$ cat src/rtl/bno085_spi_arbiter.sv
// -----------------------------------------------------------------------------
// bno085_spi_arbiter
//
// Shares a single spi_master between two bno085_controller instances
// (sensor 1 = right hand, sensor 2 = left hand). The grant is held for a whole
// CS-framed transaction. Each sensor's chip select is derived from its grant,
// so the shared sclk/mosi lines only carry one transaction at a time.
//
// Arbitration is round-robin on ties. A hold watchdog forcibly releases a
// requester that keeps the bus too long, but never in the middle of a byte.
// A guard gap with both chip selects high separates consecutive owners.
//
// Ports:
//   clk, rst                         clock, asynchronous active-high reset
//   req1/req2                        bus requests (held for whole transaction)
//   gnt1/gnt2, cs_n1/cs_n2           registered grants and chip selects
//   start*/tx_valid*/tx_data*        requester-side SPI controls
//   tx_ready*/rx_valid*/busy*        per-requester copies of master status
//   rx_data                          master RX byte, broadcast to both sides
//   m_*                              spi_master side
//   owner                            0 none, 1 sensor 1, 2 sensor 2
//   timeout_err                      one-cycle pulse on a forced release
// -----------------------------------------------------------------------------
module bno085_spi_arbiter #(
  parameter int GAP_CYCLES      = 3,
  parameter int MAX_HOLD_CYCLES = 30000
) (
  input  logic       clk,
  input  logic       rst,
  input  logic       req1,
  input  logic       req2,
  output logic       gnt1,
  output logic       gnt2,
  output logic       cs_n1,
  output logic       cs_n2,
  input  logic       start1,
  input  logic       start2,
  input  logic       tx_valid1,
  input  logic       tx_valid2,
  input  logic [7:0] tx_data1,
  input  logic [7:0] tx_data2,
  output logic       tx_ready1,
  output logic       tx_ready2,
  output logic       rx_valid1,
  output logic       rx_valid2,
  output logic       busy1,
  output logic       busy2,
  output logic [7:0] rx_data,
  output logic       m_start,
  output logic       m_tx_valid,
  output logic [7:0] m_tx_data,
  input  logic       m_tx_ready,
  input  logic       m_rx_valid,
  input  logic       m_busy,
  input  logic [7:0] m_rx_data,
  output logic [1:0] owner,
  output logic       timeout_err
);

  // The hold counter only has to reach MAX_HOLD_CYCLES-1, the gap counter
  // GAP_CYCLES-1; both are kept at least one bit wide for degenerate values.
  localparam int HOLD_W = (MAX_HOLD_CYCLES > 1) ? $clog2(MAX_HOLD_CYCLES) : 1;
  localparam int GAP_W  = (GAP_CYCLES > 1) ? $clog2(GAP_CYCLES) : 1;
  localparam logic [HOLD_W-1:0] HOLD_LAST = HOLD_W'(MAX_HOLD_CYCLES - 1);
  localparam logic [GAP_W-1:0]  GAP_LAST  = GAP_W'((GAP_CYCLES > 0) ? GAP_CYCLES - 1 : 0);

  typedef enum logic [1:0] {IDLE, OWN1, OWN2, GAP} state_t;

  state_t            state_reg;
  logic [HOLD_W-1:0] hold_cnt_reg;
  logic [GAP_W-1:0]  gap_cnt_reg;
  logic [1:0]        last_served_reg;

  logic cur_req;
  logic at_limit;

  // Request of whichever sensor currently owns the bus.
  assign cur_req  = (state_reg == OWN1) ? req1 : req2;
  assign at_limit = (hold_cnt_reg == HOLD_LAST);

  always_ff @(posedge clk or posedge rst) begin
    if (rst) begin
      state_reg       <= IDLE;
      hold_cnt_reg    <= '0;
      gap_cnt_reg     <= '0;
      last_served_reg <= 2'd2;   // sensor 1 wins the first tie
      gnt1            <= 1'b0;
      gnt2            <= 1'b0;
      cs_n1           <= 1'b1;
      cs_n2           <= 1'b1;
      owner           <= 2'd0;
      timeout_err     <= 1'b0;
    end else begin
      timeout_err <= 1'b0;
      case (state_reg)
        IDLE: begin
          hold_cnt_reg <= '0;
          if (req1 && (!req2 || last_served_reg == 2'd2)) begin
            state_reg <= OWN1;
            gnt1      <= 1'b1;
            cs_n1     <= 1'b0;
            owner     <= 2'd1;
          end else if (req2) begin
            state_reg <= OWN2;
            gnt2      <= 1'b1;
            cs_n2     <= 1'b0;
            owner     <= 2'd2;
          end
        end

        OWN1, OWN2: begin
          // Release only between bytes. A still-asserted request means the
          // watchdog forced this release.
          if (!m_busy && (!cur_req || at_limit)) begin
            gnt1            <= 1'b0;
            gnt2            <= 1'b0;
            cs_n1           <= 1'b1;
            cs_n2           <= 1'b1;
            owner           <= 2'd0;
            timeout_err     <= cur_req;
            last_served_reg <= (state_reg == OWN1) ? 2'd1 : 2'd2;
            gap_cnt_reg     <= '0;
            state_reg       <= (GAP_CYCLES == 0) ? IDLE : GAP;
          end else if (!at_limit) begin
            hold_cnt_reg <= hold_cnt_reg + HOLD_W'(1);
          end
        end

        GAP: begin
          // Pending requests are simply left asserted and picked up in IDLE.
          if (gap_cnt_reg == GAP_LAST) begin
            state_reg <= IDLE;
          end else begin
            gap_cnt_reg <= gap_cnt_reg + GAP_W'(1);
          end
        end

        default: state_reg <= IDLE;
      endcase
    end
  end

  // Datapath steering keyed off the registered owner so it never glitches
  // between owners inside a cycle.
  always_comb begin
    m_start    = 1'b0;
    m_tx_valid = 1'b0;
    m_tx_data  = 8'h00;
    tx_ready1  = 1'b0;
    rx_valid1  = 1'b0;
    busy1      = 1'b0;
    tx_ready2  = 1'b0;
    rx_valid2  = 1'b0;
    busy2      = 1'b0;
    case (owner)
      2'd1: begin
        m_start    = start1;
        m_tx_valid = tx_valid1;
        m_tx_data  = tx_data1;
        tx_ready1  = m_tx_ready;
        rx_valid1  = m_rx_valid;
        busy1      = m_busy;
      end
      2'd2: begin
        m_start    = start2;
        m_tx_valid = tx_valid2;
        m_tx_data  = tx_data2;
        tx_ready2  = m_tx_ready;
        rx_valid2  = m_rx_valid;
        busy2      = m_busy;
      end
      default: ;
    endcase
  end

  assign rx_data = m_rx_data;

endmodule
$ cat config.mk
export PLATFORM = sky130hd
export DESIGN_NAME = bno085_spi_arbiter
export DESIGN_NICKNAME = d
export VERILOG_FILES = /design/src/rtl/bno085_spi_arbiter.sv
export SDC_FILE = /design/constraint.sdc
export NUM_CORES = 1
export LEC_CHECK = 0
export CAP_MARGIN = 10
export CORE_ASPECT_RATIO = 1.2
export CORE_UTILIZATION = 45
export CTS_BUF_LIST = sky130_fd_sc_hd__clkbuf_4
export CTS_CLUSTER_DIAMETER = 80
export CTS_CLUSTER_SIZE = 40
export DETAILED_ROUTE_END_ITERATION = 16
export GPL_TIMING_DRIVEN = 0
export PLACE_DENSITY_LB_ADDON = 0.25
export SYNTH_ARGS = -nofsm -noshare
export SYNTH_HDL_FRONTEND = slang
export SYNTH_SLANG_ARGS = --single-unit
$ cat constraint.sdc
create_clock -name clk -period 2.8 [get_ports clk]
set_clock_uncertainty 0.15 [all_clocks]
set_input_delay 0.84 -clock clk [delete_from_list [all_inputs] [get_ports clk]]
set_output_delay 0.84 -clock clk [all_outputs]
set_load 0.005 [all_outputs]
==> summary.txt <==
Run status
  – Status: complete, no violations

Global routing
  – Pin count of the biggest net entering global routing: 29
  – Total Routing Usage GR: 21.4%
  – GRT Residual Overflow: 0
  – Global-route wire length before repair: 7.87 mm
  – Number of antenna violations at the first check in global routing: 0
  – Vias in the first global route: 1771

Logic synthesis
  – Library cell with the largest summed area after synthesis: sky130_fd_sc_hd__dfrtp_1
  – Mux share of post-synthesis cell area: 7.62%
  – Share of the synthesized area in the top cell type: 32.0%
  – Simple-gate share of the synthesized area: 23.0%
  – Synth top cells by count: sky130_fd_sc_hd__dfrtp_1, sky130_fd_sc_hd__nor2_1, sky130_fd_sc_hd__nand2_1
  – Net count after synthesis: 258
  – Area fraction in compound gates after synthesis: 20.7%
  – Post-Syn Area: 1950 sq um
  – Count of state elements after synthesis: 28
  – Synth top area cells: sky130_fd_sc_hd__dfrtp_1, sky130_fd_sc_hd__a22oi_1, sky130_fd_sc_hd__ha_1
  – Sequential area share after synthesis: 36.0%
  – Xor/xnor cell area share of the yosys netlist: 0%
  – Post-Syn Area per Cell: 9.05 sq um
  – Dominant cell by count in the synthesized netlist: sky130_fd_sc_hd__dfrtp_1
  – Dominant combinational cell family by area after synthesis: simple AND/OR/NAND/NOR gates
  – Share of synthesized cell area in full adder, half adder and majority cells: 4.48%
  – Share of flip-flops with an asynchronous set or reset after synthesis: 100%
  – Dominant synthesized flop cell: sky130_fd_sc_hd__dfrtp_1
  – Netlist cell types: 48
  – YS warnings: 0
  – EDFF count, synth: 0
  – Post-Syn Instances: 216

Critical path
  – Setup slack, reg-to-reg: 0.34 ns
  – Critical-path cell with the highest stage delay: sky130_fd_sc_hd__clkdlybuf4s50_1
  – Startpoint type of the worst setup path: input pin
  – Category of the most critical setup path: in -> out
  – CP required: 1.81 ns
  – Critical path capture point type: output port
  – Data arrival time of the critical path: 1.77 ns
  – Buf/Inv on CP: 2
  – CP max stage delay: 0.41 ns
  – Largest driver fanout on the critical path: 1
  – Chain of cells forming the critical path: clkdlybuf4s50_1 -> a22oi_1 -> nor2_1 -> dlygate4sd2_1
  – Gate family responsible for the most delay along the worst path: buffers and inverters

Finish
  – Number of flip-flops in the largest register: 15
  – Post-synthesis to final-layout area growth: 40.1%
  – Layout cell share with drive strength beyond 1: 18.4%
  – Number of antenna diodes: 0
  – Post-route cell area: 2740 sq um
  – Number of fill cells: 308
  – Nets@finish: 325
  – Final cell count without fillers: 336

Floorplan
  – Rows: 25
  – Initial core utilization: 48.4%
  – Die Outline Area: 4610 sq um
  – Top Ports: 66
  – Core footprint: 4040 sq um
  – Height of the die: 74.2 microns
  – Die X: 62.2 microns

Power and ir drop
  – Switching share of power: 43.0%
  – Net Switching: 974 uW
  – Pwr dens: 827 nW/um^2
  – Pleak: 0.00121 uW
  – Cell-internal power: 1290 uW
  – Clock network power share: 7.8%
  – Max rail drop VDD: 361 uV
  – Reg power frac: 26.0%
  – Share of total power in combinational logic: 66.1%
  – Post-layout total power: 2270 uW

Detailed routing
  – Iteration-0 DRC count of the detailed router: 84
  – DR pass1 iterations: 4
  – Total vias in the final route: 1817
  – DRT antenna net count: 0
  – DRC violations left: 0
  – Drt wl/cell: 14.8 microns
  – Post-Route WL: 4.97 mm
  – Avg Vias per Cell: 5.41

Clock network
  – H-tree Lvls: 1
  – Clk Tree Root Cell: sky130_fd_sc_hd__clkbuf_4
  – Clock tree from TritonCTS: yes
  – Worst-case clock buffer depth: 2
  – Clock transition time at the flip-flop clock pins of the worst setup and hold paths: 0.15 ns
  – CTS Buf Count: 3
  – Clock sink count: 28
  – Clock insertion delay at the later pin of the skew report: 0.34 ns

Timing
  – Upper clock frequency limit: 362 MHz
  – Normalized max-slew margin: 61.2%
  – Final Max Slew Viols: 0
  – Accumulated negative setup slack: 0 ns
  – Setup violations, final: 0
  – Final WS setup: 0.0378 ns
  – Slew at the pin closest to its max-slew limit: 0.581 ns
  – Time the worst path needs with I/O delays and setup: 2.76 ns
  – Fraction of the cycle the final worst path needs: 98.6%
  – Fin. Hold Viols: 0

Placement
  – Final weighted congestion of routability-driven global placement: 0.870
  – Placement Cell Area: 2590 sq um
  – Post-placement setup slack: -0.334 ns
  – Total instance count after detailed placement: 327
  – Buffers on Ports: 57
  – Detailed placer's ending HPWL: 3.63 mm

Min path
  – Worst hold path type: reg -> reg

Run
  – Max cap viols: 0
[worst reg2reg max path: cells and delay by family (launching register included)]
family | cells | cell delay [ns]
simple gates | 2 | 0.45
compound gates | 3 | 0.54
fa+ha+maj | 1 | 0.24
flops | 1 | 0.41
buf+inv | 3 | 0.56
[layout by cell type (no fill, tap or decap), types with 3 or more instances in the layout]
cell type / netlist / routed
sky130_fd_sc_hd__buf_4: 8 / 13
sky130_fd_sc_hd__nand3_1: 5 / 5
sky130_fd_sc_hd__o221ai_1: 3 / 3
sky130_fd_sc_hd__mux2_2: 7 / 7
sky130_fd_sc_hd__a21o_1: 4 / 4
sky130_fd_sc_hd__mux2i_1: 7 / 7
sky130_fd_sc_hd__nand2_1: 20 / 20
sky130_fd_sc_hd__ha_1: 7 / 5
sky130_fd_sc_hd__dfrtp_1: 25 / 24
sky130_fd_sc_hd__clkdlybuf4s15_1: 0 / 6
sky130_fd_sc_hd__clkdlybuf4s50_1: 0 / 40
sky130_fd_sc_hd__a22o_1: 5 / 5
sky130_fd_sc_hd__inv_1: 12 / 10
sky130_fd_sc_hd__and2_1: 8 / 8
sky130_fd_sc_hd__and3_1: 6 / 6
sky130_fd_sc_hd__a21oi_1: 5 / 5
sky130_fd_sc_hd__a22oi_2: 0 / 6
sky130_fd_sc_hd__a22oi_1: 12 / 6
sky130_fd_sc_hd__clkbuf_4: 0 / 3
sky130_fd_sc_hd__nand4_1: 5 / 5
sky130_fd_sc_hd__o21a_1: 3 / 3
sky130_fd_sc_hd__nor2_1: 23 / 23
sky130_fd_sc_hd__dfstp_2: 3 / 3
sky130_fd_sc_hd__nand3b_1: 3 / 3
sky130_fd_sc_hd__o21ai_0: 6 / 6
sky130_fd_sc_hd__dlygate4sd2_1: 0 / 9
[area by class of cell]
| cell class | instances | area (sq um) | area share, % |
|---|---|---|---|
| buffer | 18 | 131 | 4.80 |
| clock buffer | 3 | 22.5 | 0.823 |
| clock inverter | 1 | 3.75 | 0.137 |
| inverter | 12 | 45.0 | 1.65 |
| multi-input combinational | 157 | 1150 | 41.9 |
| sequential | 28 | 706 | 25.8 |
| tap | 54 | 67.6 | 2.47 |
| timing repair buffer | 63 | 616 | 22.5 |
[per-layer routing]
metal  up-vias  track usage, %  routed length (microns)
li1        900               -                        -
met1       869            24.0                     2100
met2        41            41.8                     2660
met3         7            2.30                      152
met4         0            8.53                       59
met5         -               0                        0
[path summary, 6_finish.rpt]
check,startpoint,to,cells after the start
max in group asynchronous,rst,last_served_reg[1],3
hold reg to reg,last_served_reg[1],last_served_reg[1],2
hold / removal,last_served_reg[1],last_served_reg[1],2
min in group asynchronous,rst,gnt1,2
setup / recovery,tx_data2[3],m_tx_data[3],4
setup reg to reg,state_reg[1],hold_cnt_reg[2],9
[cells by family (layout without fill, tap and decap cells)]
group                      after synthesis  after routing
and+or+nand+nor                         84             84
AOI/OAI and AO/OA                       52             52
buffers and inverters                   31             97
DFF                                     28             28
muxes                                   14             14
adders and majority gates                7              7
[through the flow]
stage	util [%]	hold slack, ns
2_1_floorplan	-	0.295
3_3_place_gp	64.2	0.309
3_5_place_dp	64.2	0.320
4_1_cts	65.7	0.343
5_1_grt	67.8	0.368
6_report	67.8	0.339
[what timing repair did]
item / in CTS / in global routing
hold buffers: 0 / 0
buffers inserted: 4 / 1
resized for setup: 26 / 19
pin swaps: 1 / 0
setup endpoints to repair: 16 / 7
[power by group through the flow]
stage	logic [uW]	clock network (uW)	registers [uW]
after global placement	1370	0	586
final	1500	177	590
after CTS	1430	181	582
after detailed placement	1400	0	593
after global routing	1650	196	606
after floorplan	942	0	580
Note: power is estimated with default switching activity, not from simulation.
